$ cat src/rtl/mips_pkg.sv
// mips_pkg: shared jump-kind codes, fetch FSM states and word size for the fetch stage.
package mips_pkg;
   typedef enum logic [1:0] {JK_COND = 2'b00, JK_ABS = 2'b01, JK_REG = 2'b10, JK_RSVD = 2'b11} jump_kind_e;
   typedef enum logic [1:0] {ST_RST = 2'b00, ST_RUN = 2'b01, ST_SLOT = 2'b10} state_e;
   localparam logic [31:0] WORD_BYTES = 32'd4;
endpackage

$ cat src/rtl/jump_target_mux.sv
// jump_target_mux: decides whether the ID-stage branch/jump is taken and selects its target.
module jump_target_mux
   import mips_pkg::*;
(
   input  logic [1:0]  jump_kind_i,
   input  logic        id_b_instr_i,
   input  logic        branch_taken_i,
   input  logic [31:0] branch_target_i,
   input  logic [25:0] instr_index_i,
   input  logic [31:0] rs_target_i,
   input  logic [31:0] pc_i,
   output logic        taken_o,
   output logic [31:0] target_o,
   output logic        misaligned_o
);
   logic is_cond, is_abs, is_reg;
   always_comb begin
      is_cond      = jump_kind_i == JK_COND;
      is_abs       = jump_kind_i == JK_ABS;
      is_reg       = jump_kind_i == JK_REG;
      taken_o      = id_b_instr_i & ((is_cond & branch_taken_i) | is_abs | is_reg);
      // ABS uses the region bits of the delay slot's address, i.e. the current fetch PC
      target_o     = is_abs ? {pc_i[31:28], instr_index_i, 2'b00} :
                     is_reg ? {rs_target_i[31:2], 2'b00} : branch_target_i;
      misaligned_o = is_reg & (|rs_target_i[1:0]);
   end
endmodule

$ cat src/rtl/pc_sequencer.sv
// pc_sequencer: fetch-stage PC/nPC controller with single delay slot, stalls and link address.
module pc_sequencer
   import mips_pkg::*;
#(
   parameter logic [31:0] RESET_PC = 32'h0000_0000
) (
   input  logic        clk_i,
   input  logic        reset_i,
   input  logic        stall_i,
   input  logic        id_b_instr_i,
   input  logic        branch_taken_i,
   input  logic [1:0]  jump_kind_i,
   input  logic [31:0] branch_target_i,
   input  logic [25:0] instr_index_i,
   input  logic [31:0] rs_target_i,
   input  logic [31:0] id_pc_i,
   output logic [31:0] pc_o,
   output logic [31:0] npc_o,
   output logic        fetch_valid_o,
   output logic        in_slot_o,
   output logic        redirect_o,
   output logic [31:0] link_addr_o,
   output logic        slot_error_o,
   output logic        align_error_o
);
   state_e      state_q;
   logic [31:0] pc_q, npc_q;
   logic        redirect_q, slot_err_q, align_err_q;
   logic        taken, misaligned, redirect_d;
   logic [31:0] target, npc_d;

   jump_target_mux u_mux (
      .jump_kind_i    (jump_kind_i),
      .id_b_instr_i   (id_b_instr_i),
      .branch_taken_i (branch_taken_i),
      .branch_target_i(branch_target_i),
      .instr_index_i  (instr_index_i),
      .rs_target_i    (rs_target_i),
      .pc_i           (pc_q),
      .taken_o        (taken),
      .target_o       (target),
      .misaligned_o   (misaligned)
   );

   always_comb begin
      redirect_d = (state_q == ST_RUN) & taken;
      npc_d      = redirect_d ? target : npc_q + WORD_BYTES;
   end

   always_ff @(posedge clk_i) begin
      if (reset_i) begin
         state_q     <= ST_RST;
         pc_q        <= RESET_PC;
         npc_q       <= RESET_PC + WORD_BYTES;
         redirect_q  <= 1'b0;
         slot_err_q  <= 1'b0;
         align_err_q <= 1'b0;
      end else if (stall_i) begin
         redirect_q  <= 1'b0;
         slot_err_q  <= 1'b0;
         align_err_q <= 1'b0;
      end else begin
         redirect_q  <= redirect_d;
         align_err_q <= redirect_d & misaligned;
         slot_err_q  <= (state_q == ST_SLOT) & id_b_instr_i;
         if (state_q == ST_RST) begin
            state_q <= ST_RUN;
         end else begin
            pc_q    <= npc_q;
            npc_q   <= npc_d;
            state_q <= redirect_d ? ST_SLOT : ST_RUN;
         end
      end
   end

   assign pc_o          = pc_q;
   assign npc_o         = npc_q;
   assign fetch_valid_o = state_q != ST_RST;
   assign in_slot_o     = state_q == ST_SLOT;
   assign redirect_o    = redirect_q;
   assign slot_error_o  = slot_err_q;
   assign align_error_o = align_err_q;
   assign link_addr_o   = id_pc_i + 2 * WORD_BYTES;
endmodule

$ cat config.mk
export PLATFORM = sky130hd
export DESIGN_NAME = pc_sequencer
export DESIGN_NICKNAME = d
export VERILOG_FILES = /design/src/rtl/mips_pkg.sv /design/src/rtl/jump_target_mux.sv /design/src/rtl/pc_sequencer.sv
export SDC_FILE = /design/constraint.sdc
export NUM_CORES = 1
export LEC_CHECK = 0
export CAP_MARGIN = 20
export CORE_MARGIN = 2
export CORE_UTILIZATION = 42
export CTS_CLUSTER_SIZE = 14
export DETAILED_ROUTE_END_ITERATION = 16
export PLACE_DENSITY_LB_ADDON = 0.25
export SLEW_MARGIN = 20
export SYNTH_ARGS = -nofsm -noshare
export SYNTH_HDL_FRONTEND = slang
export SYNTH_SLANG_ARGS = --single-unit
export TNS_END_PERCENT = 1
$ cat constraint.sdc
create_clock -name clk_i -period 2.7 [get_ports clk_i]
set_clock_uncertainty 0.05 [all_clocks]
set_input_delay 0.54 -clock clk_i [delete_from_list [all_inputs] [get_ports clk_i]]
set_output_delay 0.54 -clock clk_i [all_outputs]
set_load 0.02 [all_outputs]
==> metrics.md <==
| Metric | Value |
|---|---|
| Status | finished, violations left |
| Failing checks | setup timing |
| Ys Warns | 0 |
| Avg WL per Cell | 19.0 um |
| Area Overhead vs Synth | 62.2% |
| Clock sinks | just under 70 |
| Leakage | 2.95 nW |
| Detailed Routing Iterations Pass 1 | 5 |
| Share of cells above drive strength 1 | 0.147 |
| Worst-margin pin slew | 0.723 ns |
| Final Worst Setup Slack | -0.00409 ns |
| WL final | 19400 um |
| CTS Buf Count | 9 |
| Final ANT Viol Nets | 0 |
| Min Tclk post-route | 2.70 ns |
| Setup violators final | 1 |
| CP endpoint kind | output port |
| Final Hold Fails | 0 |
| Site row count | 38 |
| Net Count, Synth | 769 |
| Grt total ovfl | 0 |
| CP Data Required Time | ~2.1 ns |
| Total track usage | 0.304 |
| Cell area power density | 382 nW/um^2 |
| Mean Syn Cell Area | 7.50 um^2 |
| CTS H-tree depth | 3 |
| Chip height | 111 um |
| # IOs | 230 |
| Port bufs | 223 |
| Post-synth EDFFs | 0 |
| Worst Hold Class | flop to flop |
| Netlist cell types | 58 |
| Peak supply drop | 0.000337 V |
| DR vias/cell | 5.78 |
| Initial core utilization | 0.435 |
| Max Cap Viol | 0 |
| Initial DRC Count | 412 |
| Mapped Area | 4780 um^2 |
| Post-synthesis sequential area ratio | 0.289 |
| Vias | slightly below 6000 |
| DRC Markers | 0 |
| Worst Setup Start Kind | input port |
| Yosys top cell by area | dfxtp_1 |
| Fraction of registers with async set/reset | 0 |
| Die Span X | 111 um |
| Synth top area cells | dfxtp_1 (29%), nand2_1 (7.9%), a21oi_1 (7.3%) |
| Cell count after synthesis | 638 |
| CP max FO | 4 |
| Top cell type's share of synthesized area | 0.289 |
| Highest clock rate | 370 MHz |
| Initial antenna violation count | 2 |
| Period utilization | 1.00 |
| Pins Over Slew Limit | 0 |
| Die area | 12300 um^2 |
| TritonCTS clock tree | done |
| Routability congestion estimate from global placement | 0.946 |
| Core area | approximately 11000 um^2 |
| Root Driver | clkbuf_16 |
| CP arrival | 2.11 ns |
| Clock Latency Late Sink | 0.33 ns |
| First-pass GRT wire length | between 30000 and 40000 um |
| CTS Buffer Depth | 2 |
| Critical path type | input port to output port |
| Slew margin rel. | 0.506 |
| Synth Flop Type | dfxtp_1 |
| DP HPWL | 14800 um |
| Final setup TNS | -0.00409 ns |
| Pre-CTS setup slack | -0.614 ns |
| Flops & latches, synth | 69 |
| Largest net degree at the start of global routing | 86 |
| Nets | around 1000 |
| Clock-pin slew on the worst setup and hold paths | 0.05 ns |
| Vias in the first global route | 5691 |
## synthesized netlist by cell type (7+ instances only)
| cell type | n |
|---|---|
| nand2_1 | 101 |
| a21oi_1 | 70 |
| dfxtp_1 | 69 |
| a211oi_1 | 38 |
| mux2i_1 | 34 |
| clkbuf_1 | 32 |
| nor2_1 | 27 |
| nor2b_1 | 27 |
| nand3_1 | 23 |
| o21ai_0 | 20 |
| xnor2_1 | 19 |
| nor3_1 | 18 |
| and3_1 | 17 |
| nand4_1 | 15 |
| buf_2 | 11 |
| xor2_1 | 11 |
| inv_1 | 10 |
| buf_1 | 8 |
| mux2_2 | 7 |
## metrics by stage
stage / util / hold WS [ns] / cells / power (mW) / area [um^2]
2_1_floorplan: - / 0.432 / 638 / 1.41 / 4780
3_3_place_gp: 0.673 / 0.393 / 1001 / 1.80 / 7390
3_5_place_dp: 0.673 / 0.400 / 1001 / 1.82 / 7390
4_1_cts: 0.699 / 0.407 / 1014 / 2.96 / 7670
5_1_grt: 0.706 / 0.422 / 1021 / 3.07 / 7760
6_report: 0.706 / 0.404 / 1021 / 2.96 / 7760
## flip-flops by register name, indices dropped and copies added (netlist names)
signal         cells
npc_o             32
state_q            2
slot_error_o       1
pc_o              32
align_error_o      1
redirect_o         1
## worst max-delay path, cell delays in order
cell,delay (ns)
dlygate4sd2_1,0.23
nand4_1,0.22
buf_4,0.21
or3_4,0.41
nor3_4,0.20
xnor2_1,0.14
buf_4,0.17
## cells in the final DEF, fill, tap and decap left out, types with 17 or more instances in the layout
| master | synthesis | routed |
|---|---|---|
| nand2_1 | 101 | 100 |
| a211oi_1 | 38 | 38 |
| xnor2_1 | 19 | 17 |
| dfxtp_1 | 69 | 69 |
| buf_4 | 4 | 72 |
| o21ai_0 | 20 | 20 |
| a21oi_1 | 70 | 70 |
| nor2_1 | 27 | 24 |
| nand3_1 | 23 | 20 |
| clkdlybuf4s50_1 | 0 | 176 |
| nor2b_1 | 27 | 27 |
| mux2i_1 | 34 | 34 |
## per-layer routing
| layer | share of wire | up-vias | track usage |
|---|---|---|---|
| li1 | - | 2804 | - |
| met1 | 0.39 | 2785 | 0.358 |
| met2 | 0.51 | 270 | 0.546 |
| met3 | 0.066 | 46 | 0.0612 |
| met4 | 0.036 | 0 | 0.112 |
| met5 | 0 | - | 0 |
## logic make-up after synthesis
| logic type | Yosys count | synth area share |
|---|---|---|
| AO/OA/AOI/OAI | 171 | 0.228 |
| XOR/XNOR | 30 | 0.0549 |
| adder cells (fa/ha/maj) | 2 | 0.00523 |
| buffers and inverters | 66 | 0.0594 |
| flip-flops | 69 | 0.289 |
| multiplexers | 42 | 0.0908 |
| AND/OR/NAND/NOR | 258 | 0.273 |
## path summary, 6_finish.rpt
path                                   from         endpoint  slack [ns]  cells after the start
worst min register to register      pc_o[7]          pc_o[7]        0.40                      2
worst min-delay path                pc_o[7]          pc_o[7]        0.40                      2
worst max register to register     npc_o[2]        npc_o[30]        0.41                      6
worst max-delay path            id_pc_i[10]  link_addr_o[20]      -0.004                      7
## layout make-up
| type | count | area [um^2] |
|---|---|---|
| fillers | 922 | 3230 |
| well taps | 140 | 175 |
| clock buffers | 11 | 253 |
| clock inverters | 2 | 35.0 |
| multi-input cells | 503 | 3210 |
| repair buffers | 284 | 2660 |
| inverters | 10 | 37.5 |
| diodes | 2 | 5.00 |
| flip-flops and latches | 69 | 1380 |
## power by group
group	internal [mW]	leakage, nW	switching, mW	total, mW
combinational	0.378	2.25	0.348	0.727
clock	0.747	0.143	0.413	1.16
sequential	1.04	0.557	0.0332	1.07
total	2.17	2.95	0.795	2.96
## timing repair
| item | 4_1_cts | 5_1_grt |
|---|---|---|
| resized for setup | 100 | 37 |
| cloned | 0 | 0 |
| endpoints found under the setup margin | 27 | 21 |
| pin swaps | 3 | 14 |
| buffers inserted | 0 | 5 |
| hold buffers | 0 | 0 |
No activity file was read; power rests on OpenSTA's default activity.
